File: src/rtl/if_stage_prefetch_if.sv
// Consumer/redirect/imem-write bundle for the instruction fetch prefetch stage.
// The master drives the requests; the prefetch stage is the slave.
interface if_stage_prefetch_if;
    logic        freeze;
    logic        Branch_taken;
    logic [31:0] BranchAddr;
    logic        imem_we;
    logic [31:0] imem_waddr;
    logic [31:0] imem_wdata;
    logic        valid;
    logic [31:0] PC;
    logic [31:0] Instruction;
    logic [31:0] fetch_count;

    modport master (
        output freeze, Branch_taken, BranchAddr, imem_we, imem_waddr, imem_wdata,
        input  valid, PC, Instruction, fetch_count
    );

    modport slave (
        input  freeze, Branch_taken, BranchAddr, imem_we, imem_waddr, imem_wdata,
        output valid, PC, Instruction, fetch_count
    );
endinterface

File: src/rtl/if_stage_prefetch.sv
// Instruction fetch stage: local instruction memory feeding a small prefetch FIFO.
// A taken branch flushes the FIFO and redirects the fetch pointer.
module if_stage_prefetch #(
    parameter int          IMEM_WORDS = 64,
    parameter int          FIFO_DEPTH = 4,
    parameter logic [31:0] RESET_PC   = 32'h0
) (
    input logic               clk,
    input logic               rst_n,
    if_stage_prefetch_if.slave bus
);
    localparam int AW = $clog2(IMEM_WORDS);
    localparam int PW = $clog2(FIFO_DEPTH);
    localparam logic [PW:0] PTR_ONE = 1;

    logic [31:0] mem      [IMEM_WORDS];
    logic [31:0] bufPc    [FIFO_DEPTH];
    logic [31:0] bufInstr [FIFO_DEPTH];

    logic [31:0] fpc;
    logic [31:0] fetchCount;
    logic [PW:0] rdPtr;
    logic [PW:0] wrPtr;
    logic [31:0] fetchWord;
    logic        empty;
    logic        full;
    logic        push;
    logic        pop;
    logic        unusedBits;

    assign unusedBits = ^{bus.imem_waddr[31:AW+2], bus.imem_waddr[1:0], bus.BranchAddr[1:0]};

    // Read-before-write: a same-cycle fetch of the written word sees the old data.
    assign fetchWord = mem[fpc[AW+1:2]];

    assign empty = (rdPtr == wrPtr);
    assign full  = (rdPtr[PW] != wrPtr[PW]) && (rdPtr[PW-1:0] == wrPtr[PW-1:0]);
    assign pop   = !empty && !bus.freeze && !bus.Branch_taken;
    assign push  = (!full || pop) && !bus.Branch_taken;

    always_ff @(posedge clk) begin
        if (bus.imem_we) begin
            mem[bus.imem_waddr[AW+1:2]] <= bus.imem_wdata;
        end
    end

    // Entry storage needs no reset; outputs are gated by occupancy.
    always_ff @(posedge clk) begin
        if (push) begin
            bufPc[wrPtr[PW-1:0]]    <= fpc + 32'd4;
            bufInstr[wrPtr[PW-1:0]] <= fetchWord;
        end
    end

    always_ff @(posedge clk or negedge rst_n) begin
        if (!rst_n) begin
            fpc        <= RESET_PC;
            rdPtr      <= '0;
            wrPtr      <= '0;
            fetchCount <= '0;
        end else if (bus.Branch_taken) begin
            fpc   <= {bus.BranchAddr[31:2], 2'b00};
            rdPtr <= '0;
            wrPtr <= '0;
        end else begin
            if (push) begin
                wrPtr <= wrPtr + PTR_ONE;
                fpc   <= fpc + 32'd4;
            end
            if (pop) begin
                rdPtr      <= rdPtr + PTR_ONE;
                fetchCount <= fetchCount + 32'd1;
            end
        end
    end

    always_comb begin
        bus.valid       = !empty;
        bus.PC          = 32'h0;
        bus.Instruction = 32'h0;
        bus.fetch_count = fetchCount;
        if (!empty) begin
            bus.PC          = bufPc[rdPtr[PW-1:0]];
            bus.Instruction = bufInstr[rdPtr[PW-1:0]];
        end
    end
endmodule

File: src/flat_wrapper.sv
// flat-port wrapper written by rule: the top's interface ports become plain ports
module if_stage_prefetch_flat 
#(
    parameter int          IMEM_WORDS = 64,
    parameter int          FIFO_DEPTH = 4,
    parameter logic [31:0] RESET_PC   = 32'h0
)
  (clk, rst_n, bus_freeze, bus_Branch_taken, bus_BranchAddr, bus_imem_we, bus_imem_waddr, bus_imem_wdata, bus_valid, bus_PC, bus_Instruction, bus_fetch_count);
  if_stage_prefetch_if bus_i ();
  input logic clk;
  input logic rst_n;
  input wire logic [$bits(bus_i.freeze)-1:0] bus_freeze;
  input wire logic [$bits(bus_i.Branch_taken)-1:0] bus_Branch_taken;
  input wire logic [$bits(bus_i.BranchAddr)-1:0] bus_BranchAddr;
  input wire logic [$bits(bus_i.imem_we)-1:0] bus_imem_we;
  input wire logic [$bits(bus_i.imem_waddr)-1:0] bus_imem_waddr;
  input wire logic [$bits(bus_i.imem_wdata)-1:0] bus_imem_wdata;
  output wire logic [$bits(bus_i.valid)-1:0] bus_valid;
  output wire logic [$bits(bus_i.PC)-1:0] bus_PC;
  output wire logic [$bits(bus_i.Instruction)-1:0] bus_Instruction;
  output wire logic [$bits(bus_i.fetch_count)-1:0] bus_fetch_count;
  assign bus_i.freeze = bus_freeze;
  assign bus_i.Branch_taken = bus_Branch_taken;
  assign bus_i.BranchAddr = bus_BranchAddr;
  assign bus_i.imem_we = bus_imem_we;
  assign bus_i.imem_waddr = bus_imem_waddr;
  assign bus_i.imem_wdata = bus_imem_wdata;
  assign bus_valid = bus_i.valid;
  assign bus_PC = bus_i.PC;
  assign bus_Instruction = bus_i.Instruction;
  assign bus_fetch_count = bus_i.fetch_count;
  if_stage_prefetch #(.IMEM_WORDS(IMEM_WORDS), .FIFO_DEPTH(FIFO_DEPTH), .RESET_PC(RESET_PC)) u_core (.clk(clk), .rst_n(rst_n), .bus(bus_i));
endmodule
File: config.mk
export PLATFORM = sky130hd
export DESIGN_NAME = if_stage_prefetch_flat
export DESIGN_NICKNAME = d
export VERILOG_FILES = /design/src/rtl/if_stage_prefetch_if.sv /design/src/rtl/if_stage_prefetch.sv /design/src/flat_wrapper.sv
export SDC_FILE = /design/constraint.sdc
export NUM_CORES = 2
export LEC_CHECK = 0
export CAP_MARGIN = 30
export CELL_PAD_IN_SITES_DETAIL_PLACEMENT = 1
export CELL_PAD_IN_SITES_GLOBAL_PLACEMENT = 2
export CORE_MARGIN = 2
export CORE_UTILIZATION = 50
export CTS_CLUSTER_DIAMETER = 60
export DETAILED_ROUTE_END_ITERATION = 10
export DONT_BUFFER_PORTS = 1
export PLACE_DENSITY_LB_ADDON = 0.1
export SLEW_MARGIN = 20
export SYNTH_ARGS = -nofsm -noshare
export SYNTH_HDL_FRONTEND = slang
export SYNTH_SLANG_ARGS = --single-unit
File: constraint.sdc
create_clock -name clk -period 9.21 [get_ports clk]
set_clock_uncertainty 0.1 [all_clocks]
set_input_delay 1.842 -clock clk [delete_from_list [all_inputs] [get_ports clk]]
set_output_delay 1.842 -clock clk [all_outputs]
set_load 0.02 [all_outputs]
-- Word-level counts from Yosys, hierarchy flattened
Memories as Yosys holds them, arrays and structs flattened.
Cells that the tools add are included.
- bits in registers: 70
- RAM bits: 2304
- input port bits: 101
- output and inout port bits: 97
- logic and storage cells: 39
- memories kept: 3
- memories (name ; words ; width ; rd ports ; clocked after Yosys merged registers in ; wr ports ; RTL line ; text):
    u_core.mem ; 64 ; 32 ; 1 ; 0 ; 1 ; if_stage_prefetch.sv:16 ; logic [31:0] mem [IMEM_WORDS];
    u_core.bufInstr ; 4 ; 32 ; 1 ; 0 ; 1 ; if_stage_prefetch.sv:18 ; logic [31:0] bufInstr [FIFO_DEPTH];
    u_core.bufPc ; 4 ; 32 ; 1 ; 0 ; 1 ; if_stage_prefetch.sv:17 ; logic [31:0] bufPc [FIFO_DEPTH];
- $add $sub $neg: 4
- equal/unequal tests: 3
- multiplexer cells: 12
- bitwise gates (word level): 1
- reductions and logical operators: 12
- operator list (cell ; count):
    $mux 32 ; 4
    $add 32x1->32 const B ; 1
    $add 32x3->32 const B ; 1
    $mux 3 ; 4
    $add 3x1->3 const B ; 2
    $logic_and 1x1->1 ; 4
    $logic_not 1->1 ; 4
    $mux 1 ; 4
    $reduce_bool 2->1 ; 2
    $eq 3x3->1 ; 1
    $eq 2x2->1 ; 1
    $reduce_and 2->1 ; 1
    $logic_or 1x1->1 ; 1
    $ne 1x1->1 ; 1
    $not 1->1 ; 1

-- Longest topological paths before layout
- word-level depth: 8
- gate-level depth with buffers: 10
- depth with buffers taken out: 6

-- Worst setup path after synthesis
OpenSTA, ideal clock, no wires.
- path kind: input-to-reg
- from: in bus_imem_waddr[6]
- to: mem u_core.mem[45][0], enable pin
- setup time: 0.461 ns
- arrival time: 4.632 ns
- required time: 8.649 ns
- setup slack: 4.017 ns
- stages on the path: 3
- path buffers: 1
- cell sequence: clkbuf_1 > nand4b_1 > nor3_1
- RTL lines (item ; RTL line ; text):
    start, declared ; flat_wrapper.sv:16 ; input wire logic [$bits(bus_i.imem_waddr)-1:0] bus_imem_waddr;
    end, declared ; if_stage_prefetch.sv:16 ;
No word-level cell before the write port.

-- Worst setup path in the final report
- from: reg u_core.rdPtr[0]
- to: out bus_Instruction[25]
- longest elaborated chain between the ends: 2
- elaborated cells between the ends (all ways): 3
- those cells by class: 1 x eq/ne; 1 x mux; 1 x memory
- RTL lines (item ; RTL line ; text):
    start, declared ; if_stage_prefetch.sv:22 ; logic [PW:0] rdPtr;
    start signal, assigned ; if_stage_prefetch.sv:71 ; rdPtr <= rdPtr + PTR_ONE;
    $mem_v2 4x32 or $eq 3x3->1 (tied branches) ; - ;
    $mux 32 * ; if_stage_prefetch.sv:82 ; if (!empty) begin
    end, declared ; flat_wrapper.sv:20 ; output wire logic [$bits(bus_i.Instruction)-1:0] bus_Instruction;
Every way passes the cells marked *; elsewhere a longest branch is shown, timed or not.

==> results by group <==
Run status
  – Outcome: complete, no violations

Clocking
  – Post-CTS Resized: 0
  – CTS buffer count: 235
  – H-Tree Depth: 4
  – CTS Hold Buffers Added: 0
  – Post-CTS setup buffer count: 0
  – CTS tree: yes
  – Clock Latency Late Sink: 850 ps
  – CTS root buf: clkbuf_16
  – Clock sink total: 2364
  – CTS clk-pin slew, worst paths: 60 ps
  – CTS Buffer Depth: 3

Timing
  – RSZ-0062 raised after global routing: false
  – Tightest Pin Transition: 1185 ps
  – Relative slew slack: 21.02%
  – Setup violations, final: 0
  – Setup TNS: 0 ps
  – Hold violation count in the final report: 0
  – F_max: 184.5 MHz
  – Final min period: 5420 ps
  – Max Transition Viols Final: 0
  – Crit share post-route: 58.84%

Final layout
  – Design Area, Final: 0.1020 sq mm
  – Share of cells above drive strength 1: 24.46%
  – Nets@finish: 4438
  – Synth-to-layout area growth: 12.01%
  – Multi-input logic area: 0.01963 sq mm
  – Register area: 0.07067 sq mm
  – Layout fillers: 15080
  – Layout Cells excl Fill: 6904

Worst hold path
  – Hold endpoint: u_core.wrPtr[2]
  – Hold_sp: u_core.wrPtr[2]
  – Worst hold path depth: 1
  – Min-Delay Path Class: flip-flop to flip-flop

Logic synthesis
  – Post-Synthesis Cells: 4192
  – Synthesized flop and latch total: 2364
  – Top post-synthesis cells by area: edfxtp_1 76%, mux4_2 13%, dfrtp_1 1.9%
  – Ys flop type: edfxtp_1
  – Cell Area, Synth: 0.09105 sq mm
  – Most common cell in the netlist: edfxtp_1
  – Synth Area per Inst: 21.72 sq um
  – Share of the synthesized area in the top cell type: 75.72%
  – Yosys warning count: 0
  – Synth cell count leaders: 2296 x edfxtp_1, 533 x mux4_2, 113 x a22oi_1
  – Post-synth EDFFs: 2296
  – Distinct cells, synth: 68
  – Sequential area share after synthesis: 77.59%
  – Post-synthesis async set-or-reset flop share: 2.876%
  – Yosys top cell by area: edfxtp_1

Global route
  – Total track usage: 26.38%
  – Number of global-route vias before repair: 45580
  – Pin count of the biggest net entering global routing: 111
  – Global-route wire length before repair: 343.7 mm
  – Gr ovfl total: 0
  – Initial antenna violation count: 5

Setup path
  – CP Capture Type: output pin
  – Reg2Reg Depth: 8
  – Critical Path AT: 3480 ps
  – Critical R2R Capture: u_core.bufInstr[1][6]
  – Startpoint Class: flip-flop
  – FF-to-FF setup slack: 4490 ps
  – WP data required: 7270 ps
  – CP Class: flip-flop to output pin
  – Slowest cell on crit path: dfrtp_4
  – Critical-path cell list: buf_4 > mux4_2 > and2_1
  – Crit-path max cell delay: 850 ps
  – Worst r2r src: u_core.fpc[4]
  – Worst-path fanout max: 35

Floorplanning
  – Initial Util: 50.32%
  – Cell row count: 156
  – Core area: 0.1809 sq mm
  – Die Y: 430.7 microns
  – Die area: 0.1855 sq mm
  – I/O Pins: 198
  – Die Width: 430.7 microns

Place
  – RD Place Congestion: 0.7886
  – Final HPWL DP: 135.1 mm
  – Dpl cells: 6460
  – Post-DP Area: 0.09446 sq mm
  – PortBufs: 0

Detailed routing
  – Final wirelength: 242.6 mm
  – Via count of the routed design: 43850
  – DRC Markers: 0
  – Post-DRT Antenna Nets: 0
  – First-pass iteration count of the detailed router: 6
  – 1st-iter DRT viols: 4564
  – WL/cell: 35.14 microns
  – Vias per inst: 6.352

Power and ir drop
  – LEAKAGE: 31.78 nW
  – Pwr/cell area: 238.2 mW/mm^2
  – Peak VDD IR: 0.1687 mV
  – Power, Total: 0.02429 W

Run
  – Max Cap Violations: 0
==> flip-flops by register name, summed over array words and instances, names as in the netlist <==
name                    flops
u_core.fpc                 30
u_core.rdPtr                3
u_core.wrPtr                3
u_core.bufInstr           128
u_core.mem               2048
u_core.bufPc              120
u_core.bus.fetch_count     32
==> critical path: cells and delay by family (launching register included) <==
family / cells / cell delay, ps
and+or+nand+nor: 1 / 300
muxes: 1 / 720
buffers and inverters: 1 / 710
DFF: 1 / 850
==> cells by family (layout without fill, tap and decap cells) <==
| kind of cell | Yosys count | in the layout | synth area share (%) |
|---|---|---|---|
| XOR/XNOR | 85 | 85 | 0.8259 |
| multiplexers | 629 | 629 | 14.25 |
| other | 1 | 10 | 0.004119 |
| AO/OA/AOI/OAI | 423 | 423 | 3.261 |
| AND/OR/NAND/NOR | 433 | 433 | 2.535 |
| buffers and inverters | 250 | 583 | 1.439 |
| adder cells (fa/ha/maj) | 7 | 7 | 0.09619 |
| flip-flops | 2364 | 2364 | 77.59 |
==> metrics by stage <==
step,setup WS (ps),hold WS [ps],utilization [%]
6_report,3790,465.9,56.37
5_1_grt,3546,471.4,56.36
4_1_cts,3628,457.1,56.33
3_5_place_dp,4239,443.0,52.21
3_3_place_gp,4295,439.9,52.13
2_1_floorplan,4017,420.9,-
==> placed cells by master (no fill, tap or decap), types with 57 or more instances in the layout <==
| cell type | synthesis | routed |
|---|---|---|
| a21oi_1 | 57 | 57 |
| clkinv_1 | 3 | 57 |
| mux2i_1 | 89 | 89 |
| dfrtp_1 | 68 | 60 |
| nand2_1 | 87 | 87 |
| buf_4 | 37 | 121 |
| and2_1 | 68 | 67 |
| edfxtp_1 | 2296 | 2296 |
| mux4_2 | 533 | 533 |
| a22oi_1 | 113 | 113 |
| o22ai_1 | 63 | 63 |
| nor2_4 | 0 | 57 |
| clkbuf_16 | 0 | 241 |
==> area by class of cell <==
cell class | count | share of cell area [%]
Antenna cell | 8 | 0.01963
Clock buffer | 297 | 6.129
Clock inverter | 136 | 1.197
Inverter | 13 | 0.04784
Multi-Input combinational cell | 1579 | 19.24
Sequential cell | 2364 | 69.29
Tap cell | 2370 | 2.907
Timing Repair Buffer | 137 | 1.163
==> worst max path at each step <==
stage | depth (start not counted) | startpoint | to | slack (ps)
2_1_floorplan | 3 | bus_imem_waddr[6] | u_core.mem[45][0] | 4020
3_3_place_gp | 7 | u_core.fpc[2] | u_core.bufInstr[0][3] | 4290
3_5_place_dp | 7 | u_core.fpc[2] | u_core.bufInstr[2][6] | 4240
4_1_cts | 3 | u_core.rdPtr[0] | bus_Instruction[25] | 3630
5_1_grt | 3 | u_core.rdPtr[0] | bus_Instruction[25] | 3550
6_report | 3 | u_core.rdPtr[0] | bus_Instruction[25] | 3790
==> per-layer routing <==
| metal | wire (microns) | up-vias | part of all wire (%) | GRT usage [%] |
|---|---|---|---|---|
| met3 | 16530 | 297 | 6.8 | 4.804 |
| met5 | 11 | - | 0.0045 | 0 |
| met2 | 117900 | 1557 | 49 | 42.45 |
| li1 | - | 17940 | - | - |
| met1 | 103200 | 24060 | 43 | 38.06 |
| met4 | 5016 | 2 | 2.1 | 5.896 |
==> power breakdown <==
group / leakage (nW) / internal, W / switching, W
logic: 6.55 / 0.00103 / 0.00170
registers: 21.6 / 0.0120 / 0.000154
clock network: 3.66 / 0.00536 / 0.00401
total: 31.8 / 0.0184 / 0.00586
Note: power is estimated with default switching activity, not from simulation.
